$ cat src/rtl/branch_hazard_ctrl.sv
// ID-stage branch sequencer: stalls on RAW hazards against EX/MEM, then
// resolves PCSrc/flush and maintains saturating branch performance counters.
module branch_hazard_ctrl #(
    parameter int CNT_W = 32
) (
    input  logic             clk,
    input  logic             reset,
    input  logic             ext_stall,
    input  logic [1:0]       Branch,
    input  logic [4:0]       id_rs,
    input  logic [4:0]       id_rt,
    input  logic             cmp_equal,
    input  logic             ex_RegWrite,
    input  logic             ex_MemRead,
    input  logic [4:0]       ex_rd,
    input  logic             mem_RegWrite,
    input  logic             mem_MemRead,
    input  logic [4:0]       mem_rd,
    output logic             stall_pc,
    output logic             stall_ifid,
    output logic             bubble_idex,
    output logic             PCSrc,
    output logic             flush_ifid,
    output logic [CNT_W-1:0] cnt_branch,
    output logic [CNT_W-1:0] cnt_taken,
    output logic [CNT_W-1:0] cnt_stall
);

    typedef enum logic [0:0] {ST_IDLE = 1'b0, ST_WAIT = 1'b1} state_t;

    state_t     state_r, state_nxt_s;
    logic [1:0] cnt_r, cnt_nxt_s;
    logic [1:0] need_s;
    logic       branch_v_s, taken_s, ex_hit_s, mem_hit_s;
    logic       stall_s, resolve_s, inc_stall_s, inc_branch_s, inc_taken_s;
    logic [CNT_W-1:0] cnt_branch_r, cnt_taken_r, cnt_stall_r;

    function automatic logic [CNT_W-1:0] sat_inc(input logic [CNT_W-1:0] v, input logic en);
        if (en && (v != {CNT_W{1'b1}})) begin
            return v + {{(CNT_W-1){1'b0}}, 1'b1};
        end else begin
            return v;
        end
    endfunction

    // Hazard detection, branch decode and FSM next-state / Mealy controls
    always_comb begin
        state_nxt_s = state_r;
        cnt_nxt_s   = cnt_r;
        stall_s     = 1'b0;
        resolve_s   = 1'b0;
        need_s      = 2'd0;
        branch_v_s  = (Branch == 2'b01) || (Branch == 2'b10);
        taken_s     = ((Branch == 2'b01) && cmp_equal) || ((Branch == 2'b10) && !cmp_equal);
        ex_hit_s    = ex_RegWrite && (ex_rd != 5'd0) && ((ex_rd == id_rs) || (ex_rd == id_rt));
        mem_hit_s   = mem_RegWrite && mem_MemRead && (mem_rd != 5'd0) &&
                      ((mem_rd == id_rs) || (mem_rd == id_rt));
        if (ex_hit_s) begin
            need_s = ex_MemRead ? 2'd2 : 2'd1;
        end else if (mem_hit_s) begin
            need_s = 2'd1;
        end else begin
            need_s = 2'd0;
        end

        case (state_r)
            ST_IDLE: begin
                if (branch_v_s && (need_s == 2'd0)) begin
                    resolve_s = 1'b1;
                end else if (branch_v_s) begin
                    stall_s     = 1'b1;
                    cnt_nxt_s   = need_s - 2'd1;
                    state_nxt_s = ST_WAIT;
                end else begin
                    resolve_s = 1'b0;
                end
            end
            ST_WAIT: begin
                if (cnt_r != 2'd0) begin
                    stall_s   = 1'b1;
                    cnt_nxt_s = cnt_r - 2'd1;
                end else begin
                    resolve_s   = 1'b1;
                    state_nxt_s = ST_IDLE;
                end
            end
            default: begin
                state_nxt_s = ST_IDLE;
                cnt_nxt_s   = 2'd0;
            end
        endcase

        // A global freeze holds all state; only the hold requests pass through.
        if (ext_stall) begin
            state_nxt_s = state_r;
            cnt_nxt_s   = cnt_r;
        end else begin
            state_nxt_s = state_nxt_s;
        end

        inc_stall_s  = stall_s && !ext_stall && !reset;
        inc_branch_s = resolve_s && !ext_stall && !reset;
        inc_taken_s  = inc_branch_s && taken_s;

        stall_pc    = stall_s && !reset;
        stall_ifid  = stall_s && !reset;
        bubble_idex = inc_stall_s;
        PCSrc       = inc_taken_s;
        flush_ifid  = inc_taken_s;
    end

    // FSM state, stall down-counter and saturating performance counters
    always_ff @(posedge clk) begin
        if (reset) begin
            state_r      <= ST_IDLE;
            cnt_r        <= 2'd0;
            cnt_branch_r <= {CNT_W{1'b0}};
            cnt_taken_r  <= {CNT_W{1'b0}};
            cnt_stall_r  <= {CNT_W{1'b0}};
        end else begin
            state_r      <= state_nxt_s;
            cnt_r        <= cnt_nxt_s;
            cnt_branch_r <= sat_inc(cnt_branch_r, inc_branch_s);
            cnt_taken_r  <= sat_inc(cnt_taken_r, inc_taken_s);
            cnt_stall_r  <= sat_inc(cnt_stall_r, inc_stall_s);
        end
    end

    assign cnt_branch = cnt_branch_r;
    assign cnt_taken  = cnt_taken_r;
    assign cnt_stall  = cnt_stall_r;

endmodule
$ cat config.mk
export PLATFORM = sky130hd
export DESIGN_NAME = branch_hazard_ctrl
export DESIGN_NICKNAME = d
export VERILOG_FILES = /design/src/rtl/branch_hazard_ctrl.sv
export SDC_FILE = /design/constraint.sdc
export NUM_CORES = 1
export LEC_CHECK = 0
export ABC_AREA = 1
export BUFFER_PORTS_ARGS = -buffer_cell sky130_fd_sc_hd__clkbuf_2
export CAP_MARGIN = 20
export CELL_PAD_IN_SITES_DETAIL_PLACEMENT = 0
export CELL_PAD_IN_SITES_GLOBAL_PLACEMENT = 1
export CORE_ASPECT_RATIO = 1.75
export CORE_MARGIN = 10
export CORE_UTILIZATION = 42
export DETAILED_ROUTE_END_ITERATION = 10
export PLACE_DENSITY_LB_ADDON = 0.1
export SLEW_MARGIN = 10
export SYNTH_ARGS = -nofsm -noshare
export SYNTH_HDL_FRONTEND = slang
export SYNTH_SLANG_ARGS = --single-unit
$ cat constraint.sdc
create_clock -name clk -period 3.25 [get_ports clk]
set_clock_uncertainty 0.1 [all_clocks]
set_input_delay 0.65 -clock clk [delete_from_list [all_inputs] [get_ports clk]]
set_output_delay 0.65 -clock clk [all_outputs]
set_load 0.1 [all_outputs]
==> results.sh, run 1 <==
export IMPL_critical_path_max_stage_delay_ns=0.19
export IMPL_ant_nets=0
export IMPL_fill_cells=1657
export IMPL_timing_final_crit_share_pct=84.1
export IMPL_required_ns=2.50
export IMPL_antennaDiodeCount=0
export IMPL_cp_end_kind="output pin"
export IMPL_cts_setup_buffers=0
export IMPL_grt_pass1_vias=6931
export IMPL_post_drt_wl_per_cell_microns=16.2
export IMPL_grtUsageTotal_pct=19.8
export IMPL_seq_area_frac_synth_pct=30.2
export IMPL_crit_buf_inv=5
export IMPL_cp_cell_sequence="clkbuf_2 -> inv_1 -> nand4_1 -> o21ai_0 -> inv_1 -> nand2_1 -> nand3_1 -> nand2_1 -> nand3_1 -> nor2_2 -> buf_4 -> buf_12"
export IMPL_antenna_found_initial=0
export IMPL_dr_total_vias=6883
export IMPL_crit_fanout=4
export IMPL_globalplace_congestion=0.902
export IMPL_synth_top_area_share_pct=30.2
export IMPL_status="complete, no violations"
export IMPL_fmax_ghz=0.366
export IMPL_power_density_nw_per_um2=322
export IMPL_drv_cap=0
export IMPL_cts_tree="built"
export IMPL_postCtsHoldBufs=0
export IMPL_power_total_w=0.00246
export IMPL_crit_type="primary input to output pin"
export IMPL_viasPerCell=5.23
export IMPL_grt_pass1_wl_mm=34.6
export IMPL_core_area_sq_um=15400
export IMPL_mappedNetlistArea_sq_um=6560
export IMPL_cts_root_buffer="clkbuf_16"
export IMPL_synth_cell_types=33
export IMPL_synth_seq_cells=99
export IMPL_rows=60
export IMPL_cts_buffer_depth=2
export IMPL_hp_class="flip-flop to flip-flop"
export IMPL_cts_buffers=9
export IMPL_async_reset_ff_share_pct=0
export IMPL_relSlewSlack_pct=54.7
export IMPL_ys_warn_count=0
export IMPL_drive_gt1_share_pct=16.0
export IMPL_routed_wl_mm=21.3
export IMPL_cts_sinks=99
export IMPL_vdd_drop_max_mv=0.220
export IMPL_syn_avg_cell_area_sq_um=6.47
export IMPL_synth_edf_count=0
export IMPL_period_needed_ns=2.73
export IMPL_portBuffers=130
export IMPL_rsz0062_at_grt="false"
export IMPL_gr_total_overflow=0
export IMPL_synth_cells=1014
export IMPL_critPathLaunchType="primary input"
export IMPL_ios=131
export IMPL_htreeDepth=3
export IMPL_drt_initial_drc_count=347
export IMPL_clkTransAtPathRegs_ns=0.07
export IMPL_fin_tns_setup_ns=0
export IMPL_drc_errors=0
export IMPL_power_leakage_nw=3.01
export IMPL_crit_family="buffers and inverters"
export IMPL_grt_max_degree=41
export IMPL_area_growth_synth_to_final_pct=16.5
export IMPL_synth_largest_area_cell="dfxtp_1"
export IMPL_worst_slew_pin_slew_ns=0.673
export IMPL_fin_nets=1161
export IMPL_die_w_microns=114
export IMPL_synth_ff_type="dfxtp_1"
export IMPL_cts_repair_resized=0
export IMPL_drv_slew=0
export IMPL_initial_utilization_pct=42.6
export IMPL_post_dp_hpwl_mm=16.6
export IMPL_setup_viol=0
export IMPL_clk_latency_ns=0.35
export IMPL_arrival_ns=1.98
export IMPL_syn_nets=1049
export IMPL_synth_most_common_cell="nand2_1"
export IMPL_crit_slowest_cell="buf_4"
export IMPL_drt_first_pass_iters=5
export IMPL_synthTopCellsByArea="dfxtp_1, nand2_1, xor2_1"
export IMPL_yosys_top_cells_count="nand2_1, a21oi_1, dfxtp_1"
export IMPL_finalHoldViolations=0
export IMPL_die_height_microns=185
export IMPL_die_area_sq_um=21200
==> state kept, by name (all words and copies together), names as in the netlist <==
register and count:
cnt_stall 32, cnt_r 2, cnt_branch 32, state_r 1
cnt_taken 32
==> layer usage <==
metal	vias up	routed length (microns)	GRT usage [%]	part of all wire (%)
li1	3563	-	-	-
met1	3115	8300	20.8	39
met2	167	11300	37.1	53
met3	38	1040	3.98	4.9
met4	0	597	7.45	2.8
met5	-	0	0	0
==> worst min-delay path: stages (launching register included) <==
cell and delay, ns:
dfxtp_1 0.32, nand2_1 0.06, a21oi_1 0.05
==> final timing paths <==
path	endpoint	slack, ns	from	cells after the start
hold / removal	cnt_taken[26]	0.38	cnt_taken[26]	2
setup reg to reg	cnt_stall[28]	0.67	cnt_stall[0]	11
hold reg to reg	cnt_taken[26]	0.38	cnt_taken[26]	2
setup / recovery	flush_ifid	0.52	ex_rd[3]	12
==> cells by family (layout without fill, tap and decap cells) <==
| family | Yosys count | count (layout) | share of synthesized area (%) |
|---|---|---|---|
| simple gates | 572 | 572 | 39.3 |
| buf+inv | 133 | 249 | 8.66 |
| compound gates | 114 | 114 | 8.75 |
| flops | 99 | 99 | 30.2 |
| xor+xnor | 91 | 91 | 12.1 |
| fa+ha+maj | 5 | 5 | 0.954 |
==> area by class of cell <==
type | count | area (sq um) | area share, %
inverter | 91 | 342 | 4.47
clock inverter | 4 | 27.5 | 0.360
timing repair buffer | 143 | 801 | 10.5
tap | 186 | 233 | 3.05
sequential | 99 | 1980 | 25.9
clock buffer | 11 | 243 | 3.18
multi-input combinational | 782 | 4020 | 52.5
==> layout by cell type (no fill, tap or decap), types with 3 or more instances in the layout <==
cell / count
nand4_1: 55
o21ai_1: 4
nand2_2: 3
nor4_1: 21
xor2_1: 62
nor3_2: 3
buf_4: 16
and3_1: 3
dfxtp_1: 99
a21oi_1: 100
nor2_1: 84
nand3_1: 54
clkinvlp_4: 3
xnor2_1: 29
clkbuf_2: 124
inv_1: 84
nor3_1: 45
o21ai_0: 9
nor2_2: 4
nand2_1: 289
clkbuf_16: 9
ha_1: 5
inv_2: 7
buf_12: 3
==> power by group <==
group          leakage (nW)  internal [W]  switching, W
clock                 0.124      0.000536      0.000481
combinational          2.09     0.0000608      0.000161
sequential            0.797       0.00122    0.00000543
==> per-stage QoR <==
| step | util, % | setup slack [ns] | area [sq um] | cells | hold WS, ns |
|---|---|---|---|---|---|
| floorplan | - | 0.00382 | 6560 | 1014 | 0.381 |
| global placement | 47.9 | 0.514 | 7370 | 1301 | 0.369 |
| detailed placement | 47.9 | 0.499 | 7370 | 1301 | 0.375 |
| CTS | 49.7 | 0.501 | 7640 | 1316 | 0.386 |
| global route | 49.7 | 0.288 | 7640 | 1316 | 0.426 |
| finish | 49.7 | 0.517 | 7640 | 1316 | 0.381 |
(Power assumes the default switching activity.)
==> run 2, diff against run 1 <==
--- a/config.mk
+++ b/config.mk
@@ -5,14 +5,14 @@
 export SDC_FILE = /design/constraint.sdc
 export NUM_CORES = 1
 export LEC_CHECK = 0
-export ABC_AREA = 1
+export ABC_AREA = 0
 export BUFFER_PORTS_ARGS = -buffer_cell sky130_fd_sc_hd__clkbuf_2
 export CAP_MARGIN = 20
 export CELL_PAD_IN_SITES_DETAIL_PLACEMENT = 0
 export CELL_PAD_IN_SITES_GLOBAL_PLACEMENT = 1
 export CORE_ASPECT_RATIO = 1.75
 export CORE_MARGIN = 10
-export CORE_UTILIZATION = 42
+export CORE_UTILIZATION = 39
 export DETAILED_ROUTE_END_ITERATION = 10
 export PLACE_DENSITY_LB_ADDON = 0.1
 export SLEW_MARGIN = 10
==> constraint.sdc (replaced) <==
create_clock -name clk -period 2.83 [get_ports clk]
set_clock_uncertainty 0.1 [all_clocks]
set_input_delay 0.566 -clock clk [delete_from_list [all_inputs] [get_ports clk]]
set_output_delay 0.566 -clock clk [all_outputs]
set_load 0.1 [all_outputs]
==> run 2 against run 1 <==
Effect of this change:
- largest cell class unchanged
- clock power grew 27%
- global-route usage decreased by 3.6 points
- critical endpoint unchanged
- combinational power increased by 14%
- highest routed layer unchanged
- power grew 19%
- final cell count fell by 26%
- sequential cell count unchanged
- critical path type unchanged
- sequential power grew 14%
- register-to-register slack worse by 0.47 ns
- largest power group unchanged
- the run now ends with negative setup slack left
- routed wire length fell by 27%
- via count fell by 26%
==> results.sh, run 2 <==
export IMPL_status="finished, violations left"
export IMPL_failed_checks="negative setup slack"
export IMPL_syn_avg_cell_area_sq_um=8.25
export IMPL_grt_pass1_vias=5131
export IMPL_die_area_sq_um=18800
export IMPL_synth_seq_cells=99
export IMPL_synth_top_family_by_area="simple AND/OR/NAND/NOR gates"
export IMPL_post_drt_wl_per_cell_microns=15.9
export IMPL_cp_common_cell="buf_12"
export IMPL_ys_warn_count=0
export IMPL_place_area_sq_um=6580
export IMPL_cp_cell_sequence="clkbuf_2 -> or4_4 -> o21ai_4 -> o221ai_2 -> a2111oi_4 -> buf_12 -> buf_12"
export IMPL_crit_fanout=4
export IMPL_ios=131
export IMPL_fmax_ghz=0.335
export IMPL_vdd_drop_max_mv=0.258
export IMPL_drc_errors=0
export IMPL_cts_tree="built"
export IMPL_clkTransAtPathRegs_ns=0.07
export IMPL_period_needed_ns=2.98
export IMPL_synth_cells=640
export IMPL_die_w_microns=108
export IMPL_power_density_nw_per_um2=419
export IMPL_power_leakage_nw=2.83
export IMPL_yosys_top_cells_count="nor2_1, dfxtp_1, xor2_1"
export IMPL_clk_latency_ns=0.34
export IMPL_seq_area_frac_synth_pct=37.6
export IMPL_critical_path_max_stage_delay_ns=0.56
export IMPL_rsz0062_at_grt="true"
export IMPL_synth_top_area_share_pct=37.6
export IMPL_mappedNetlistArea_sq_um=5280
export IMPL_drt_initial_drc_count=165
export IMPL_drv_cap=0
export IMPL_initial_utilization_pct=39.6
export IMPL_ant_nets=0
export IMPL_synthXorXnorAreaFrac_pct=15.1
export IMPL_syn_nets=675
export IMPL_dr_total_vias=5067
export IMPL_core_area_sq_um=13300
export IMPL_viasPerCell=5.20
export IMPL_cp_startpoint="ex_rd[1]"
export IMPL_synthMuxAreaShare_pct=1.85
export IMPL_synth_most_common_cell="nor2_1"
export IMPL_synth_largest_area_cell="dfxtp_1"
export IMPL_layout_cells_most_common_list="clkbuf_2, nor2_1, dfxtp_2"
export IMPL_die_height_microns=174
export IMPL_cp_end_kind="output pin"
export IMPL_timing_final_crit_share_pct=105
export IMPL_synth_edf_count=0
export IMPL_postCtsHoldBufs=0
export IMPL_grt_pass1_wl_mm=25.2
export IMPL_layout_commonest_cell="clkbuf_2"
export IMPL_globalplace_congestion=0.879
export IMPL_stdcell_count=975
export IMPL_hp_class="flip-flop to flip-flop"
export IMPL_drt_first_pass_iters=4
export IMPL_grt_max_degree=47
export IMPL_portBuffers=130
export IMPL_hp_start="cnt_r[1]"
export IMPL_pre_cts_ws_ns=-0.199
export IMPL_htreeDepth=3
export IMPL_routed_wl_mm=15.5
export IMPL_final_area_sq_um=7010
export IMPL_cts_root_buffer="clkbuf_16"
export IMPL_area_growth_synth_to_final_pct=32.9
export IMPL_synth_cell_types=46
export IMPL_setup_viol=5
export IMPL_async_reset_ff_share_pct=0
export IMPL_fin_nets=831
export IMPL_required_ns=2.16
export IMPL_relSlewSlack_pct=58.1
export IMPL_critPathLaunchType="primary input"
export IMPL_finalWorstSetupSlack_ns=-0.151
export IMPL_synth_compound_area_share_pct=5.69
export IMPL_cts_buffers=9
export IMPL_dp_cells=956
export IMPL_drv_slew=0
export IMPL_gr_total_overflow=0
export IMPL_synth_ff_type="dfxtp_1"
export IMPL_synth_simple_gate_area_share_pct=35.1
export IMPL_crit_slowest_cell="or4_4"
export IMPL_antenna_found_initial=1
export IMPL_worst_slew_pin_slew_ns=0.625
export IMPL_grtUsageTotal_pct=16.2
export IMPL_cts_sinks=99
export IMPL_synthAdderAreaFrac_pct=1.19
export IMPL_crit_type="primary input to output pin"
export IMPL_arrival_ns=2.31
export IMPL_finalHoldViolations=0
export IMPL_synthTopCellsByArea="dfxtp_1, xor2_1, nor2_1"
export IMPL_drive_gt1_share_pct=35.1
export IMPL_r2r_start="cnt_branch[0]"
export IMPL_cts_buffer_depth=2
export IMPL_post_dp_hpwl_mm=12.1
export IMPL_fin_tns_setup_ns=-0.418
export IMPL_rows=56
[run 2: cell types whose count changed after synthesis, sizes merged, moves of 18 or more]
cell   before  now
and3        3   21
nor3       48   22
nand3      56   38
a21oi     100   15
nand2     292   32
inv        91   13
[run 2: logic make-up (layout without fill, tap and decap cells)]
family                   after synthesis  after routing
multiplexers                           9              9
XOR/XNOR                              91             91
flip-flops                            99             99
AND/OR/NAND/NOR                      349            349
adder cells (fa/ha/maj)                5              5
buffers and inverters                 46            206
other                                  0              1
AO/OA/AOI/OAI                         41             41
[run 2: worst max-delay path: cells and delay by family]
family / cells / cell delay [ns]
and+or+nand+nor: 1 / 0.56
AOI/OAI and AO/OA: 3 / 0.72
buffers and inverters: 3 / 0.45
[run 2: cell type report]
class / instances / area (sq um)
timing repair buffer: 178 / 1140
fill: 1322 / 6300
multi-input combinational: 495 / 3200
tap: 174 / 218
clock buffer: 10 / 229
sequential: 99 / 2090
antenna: 1 / 2.50
inverter: 13 / 48.8
clock inverter: 5 / 80.1
[run 2: path summary, 6_finish.rpt]
kind / to / slack [ns] / cells after the start
max: flush_ifid / -0.15 / 7
min: cnt_r[1] / 0.38 / 2
max reg2reg: cnt_branch[23] / 0.20 / 8
min reg2reg: cnt_r[1] / 0.38 / 2
[run 2: power breakdown]
part | internal [W] | total [W] | switching [W]
registers | 0.00139 | 0.00139 | 0.00000368
logic | 0.0000936 | 0.000254 | 0.000160
clock network | 0.000769 | 0.00130 | 0.000528
total | 0.00225 | 0.00294 | 0.000691
[run 2: what timing repair did]
action / 4_1_cts / 5_1_grt
setup endpoints to repair: 5 / 15
setup buffers: 2 / 1
resized for setup: 3 / 15
pin swaps: 5 / 7
[run 2: per-layer routing]
layer | vias to the layer above | wire length (microns) | global-route usage [%]
met3 | 22 | 839 | 4.43
met1 | 2395 | 5950 | 16.9
met4 | 0 | 351 | 5.65
met2 | 99 | 8370 | 29.9
met5 | - | 0 | 0
li1 | 2551 | - | -
[run 2: per-stage QoR]
step                power, W  hold slack, ns  util [%]
CTS                  0.00297           0.383      52.0
finish               0.00294           0.381      52.7
floorplan            0.00156           0.335         -
global route         0.00305           0.401      52.7
global placement     0.00165           0.349      49.5
detailed placement   0.00165           0.374      49.5
==> run 3, diff against run 2 <==
--- a/config.mk
+++ b/config.mk
@@ -14,7 +14,7 @@
 export CORE_MARGIN = 10
 export CORE_UTILIZATION = 39
 export DETAILED_ROUTE_END_ITERATION = 10
-export PLACE_DENSITY_LB_ADDON = 0.1
+export PLACE_DENSITY_LB_ADDON = 0.12
 export SLEW_MARGIN = 10
 export SYNTH_ARGS = -nofsm -noshare
 export SYNTH_HDL_FRONTEND = slang
==> run 3 against run 2 <==
Effect of this change:
- final area fell by 1.7%
- non-clock buffer count decreased by 4
- largest power group unchanged
- sequential cell count unchanged
- register-to-register slack got worse by 0.06 ns
- first-iteration DRC count increased by 26%
- combinational power decreased by 7%
- critical endpoint is now PCSrc
- the flow still finishes with violations (negative setup slack)
- die area unchanged
- hold slack got worse by 0.0051 ns
- final cell count fell by 0.41%
- setup slack better by 0.029 ns
==> results.sh, run 3 (synthesized netlist as in run 2, its figures left out) <==
export IMPL_status="finished, violations left"
export IMPL_failed_checks="negative setup slack"
export IMPL_period_needed_ns=2.95
export IMPL_pre_cts_ws_ns=-0.207
export IMPL_ios=131
export IMPL_clk_latency_ns=0.34
export IMPL_worst_slew_pin_slew_ns=0.565
export IMPL_portBuffers=130
export IMPL_grt_pass1_vias=5028
export IMPL_cp_cell_sequence="buf_6 -> or4_4 -> o211ai_2 -> o221ai_2 -> a2111oi_4 -> buf_6 -> buf_12"
export IMPL_antennaDiodeCount=0
export IMPL_die_w_microns=108
export IMPL_relSlewSlack_pct=62.5
export IMPL_htreeDepth=3
export IMPL_antenna_found_initial=0
export IMPL_dr_total_vias=5058
export IMPL_cts_buffer_depth=2
export IMPL_critical_path_max_stage_delay_ns=0.53
export IMPL_timing_final_crit_share_pct=104
export IMPL_drv_cap=0
export IMPL_fin_util_pct=51.8
export IMPL_cts_buffers=9
export IMPL_grt_pass1_wl_mm=25.0
export IMPL_rows=56
export IMPL_required_ns=2.16
export IMPL_arrival_ns=2.29
export IMPL_grtUsageTotal_pct=16.1
export IMPL_place_area_sq_um=6530
export IMPL_crit_family="compound AO/OA/AOI/OAI gates"
export IMPL_drv_slew=0
export IMPL_fin_hold_ws_ns=0.376
export IMPL_post_drt_wl_per_cell_microns=15.8
export IMPL_final_area_sq_um=6890
export IMPL_gr_total_overflow=0
export IMPL_crit_fanout=5
export IMPL_postCtsHoldBufs=0
export IMPL_cts_tree="built"
export IMPL_drive_gt1_share_pct=34.3
export IMPL_ant_nets=0
export IMPL_core_area_sq_um=13300
export IMPL_crit_buf_inv=3
export IMPL_grt_max_degree=37
export IMPL_layout_cells_most_common_list="clkbuf_2, nor2_1, dfxtp_2"
export IMPL_critPathLaunchType="primary input"
export IMPL_setup_viol=5
export IMPL_finalWorstSetupSlack_ns=-0.122
export IMPL_area_growth_synth_to_final_pct=30.6
export IMPL_power_leakage_nw=2.78
export IMPL_cp_end_kind="output pin"
export IMPL_die_area_sq_um=18800
export IMPL_power_density_nw_per_um2=417
export IMPL_routed_wl_mm=15.3
export IMPL_cts_sinks=99
export IMPL_initial_utilization_pct=39.6
export IMPL_rsz0062_at_grt="true"
export IMPL_cts_root_buffer="clkbuf_16"
export IMPL_vdd_drop_max_mv=0.241
export IMPL_layout_commonest_cell="clkbuf_2"
export IMPL_drt_initial_drc_count=208
export IMPL_post_dp_hpwl_mm=11.9
export IMPL_cp_common_cell="buf_6"
export IMPL_globalplace_congestion=0.858
export IMPL_hp_class="flip-flop to flip-flop"
export IMPL_viasPerCell=5.21
export IMPL_drt_first_pass_iters=4
export IMPL_die_height_microns=174
export IMPL_clkTransAtPathRegs_ns=0.06
export IMPL_fmax_ghz=0.339
export IMPL_crit_slowest_cell="or4_4"
export IMPL_drc_errors=0
export IMPL_finalHoldViolations=0
export IMPL_fin_tns_setup_ns=-0.297
export IMPL_fin_nets=827
export IMPL_crit_type="primary input to output pin"
[run 3: cell count changes in the layout (fill, tap and decap cells not counted), sizes merged]
cell    delta
clkbuf     +2
bufinv     -1
buf        -5
clkinv     +1
diode      -1
[run 3: worst register-to-register path, stage by stage (launching register included)]
cell,delay (ns)
dfxtp_2,0.35
ha_1,0.24
nand4_1,0.14
nor3_1,0.08
and3_1,0.19
or4_1,0.53
nand2b_1,0.31
or4b_1,0.53
a21oi_1,0.15
[run 3: layer usage]
metal  share of wire, %  global-route usage (%)  routed length (microns)
met1                 39                    17.3                     6020
met2                 54                    29.7                     8320
met3                5.0                    3.87                      769
met4                1.3                    4.81                      199
met5                  0                       0                        0
[run 3: area by class of cell]
class / instances / area (sq um)
clock buffers: 11 / 243
clock inverters: 5 / 62.6
fillers: 1311 / 6420
inverters: 13 / 48.8
multi-input cells: 495 / 3150
flip-flops and latches: 99 / 2090
well taps: 174 / 218
repair buffers: 174 / 1080
[run 3: through the flow]
step,power [W],instances
after global routing,0.00300,971
after detailed placement,0.00165,952
final,0.00288,971
after global placement,0.00165,952
after CTS,0.00292,970
after floorplan,0.00156,640
[run 3: power breakdown]
| group | switching, W | internal [W] | total [W] | leakage (nW) |
|---|---|---|---|---|
| Sequential | 0.00000413 | 0.00139 | 0.00139 | 0.835 |
| Combinational | 0.000151 | 0.0000861 | 0.000237 | 1.81 |
| Clock | 0.000537 | 0.000713 | 0.00125 | 0.142 |
[run 3: final timing paths]
kind,from,depth (start not counted),endpoint,slack (ns)
setup reg to reg,cnt_branch[0],8,cnt_branch[25],0.14
hold / removal,cnt_r[1],2,cnt_r[1],0.38
hold reg to reg,cnt_r[1],2,cnt_r[1],0.38
setup / recovery,mem_rd[1],7,PCSrc,-0.12
[run 3: timing repair]
item                       in CTS  in global routing
pin swaps                       2                  1
setup endpoints to repair       5                  7
gates cloned                    0                  0
setup buffers                   2                  1
resized for setup               3                  4
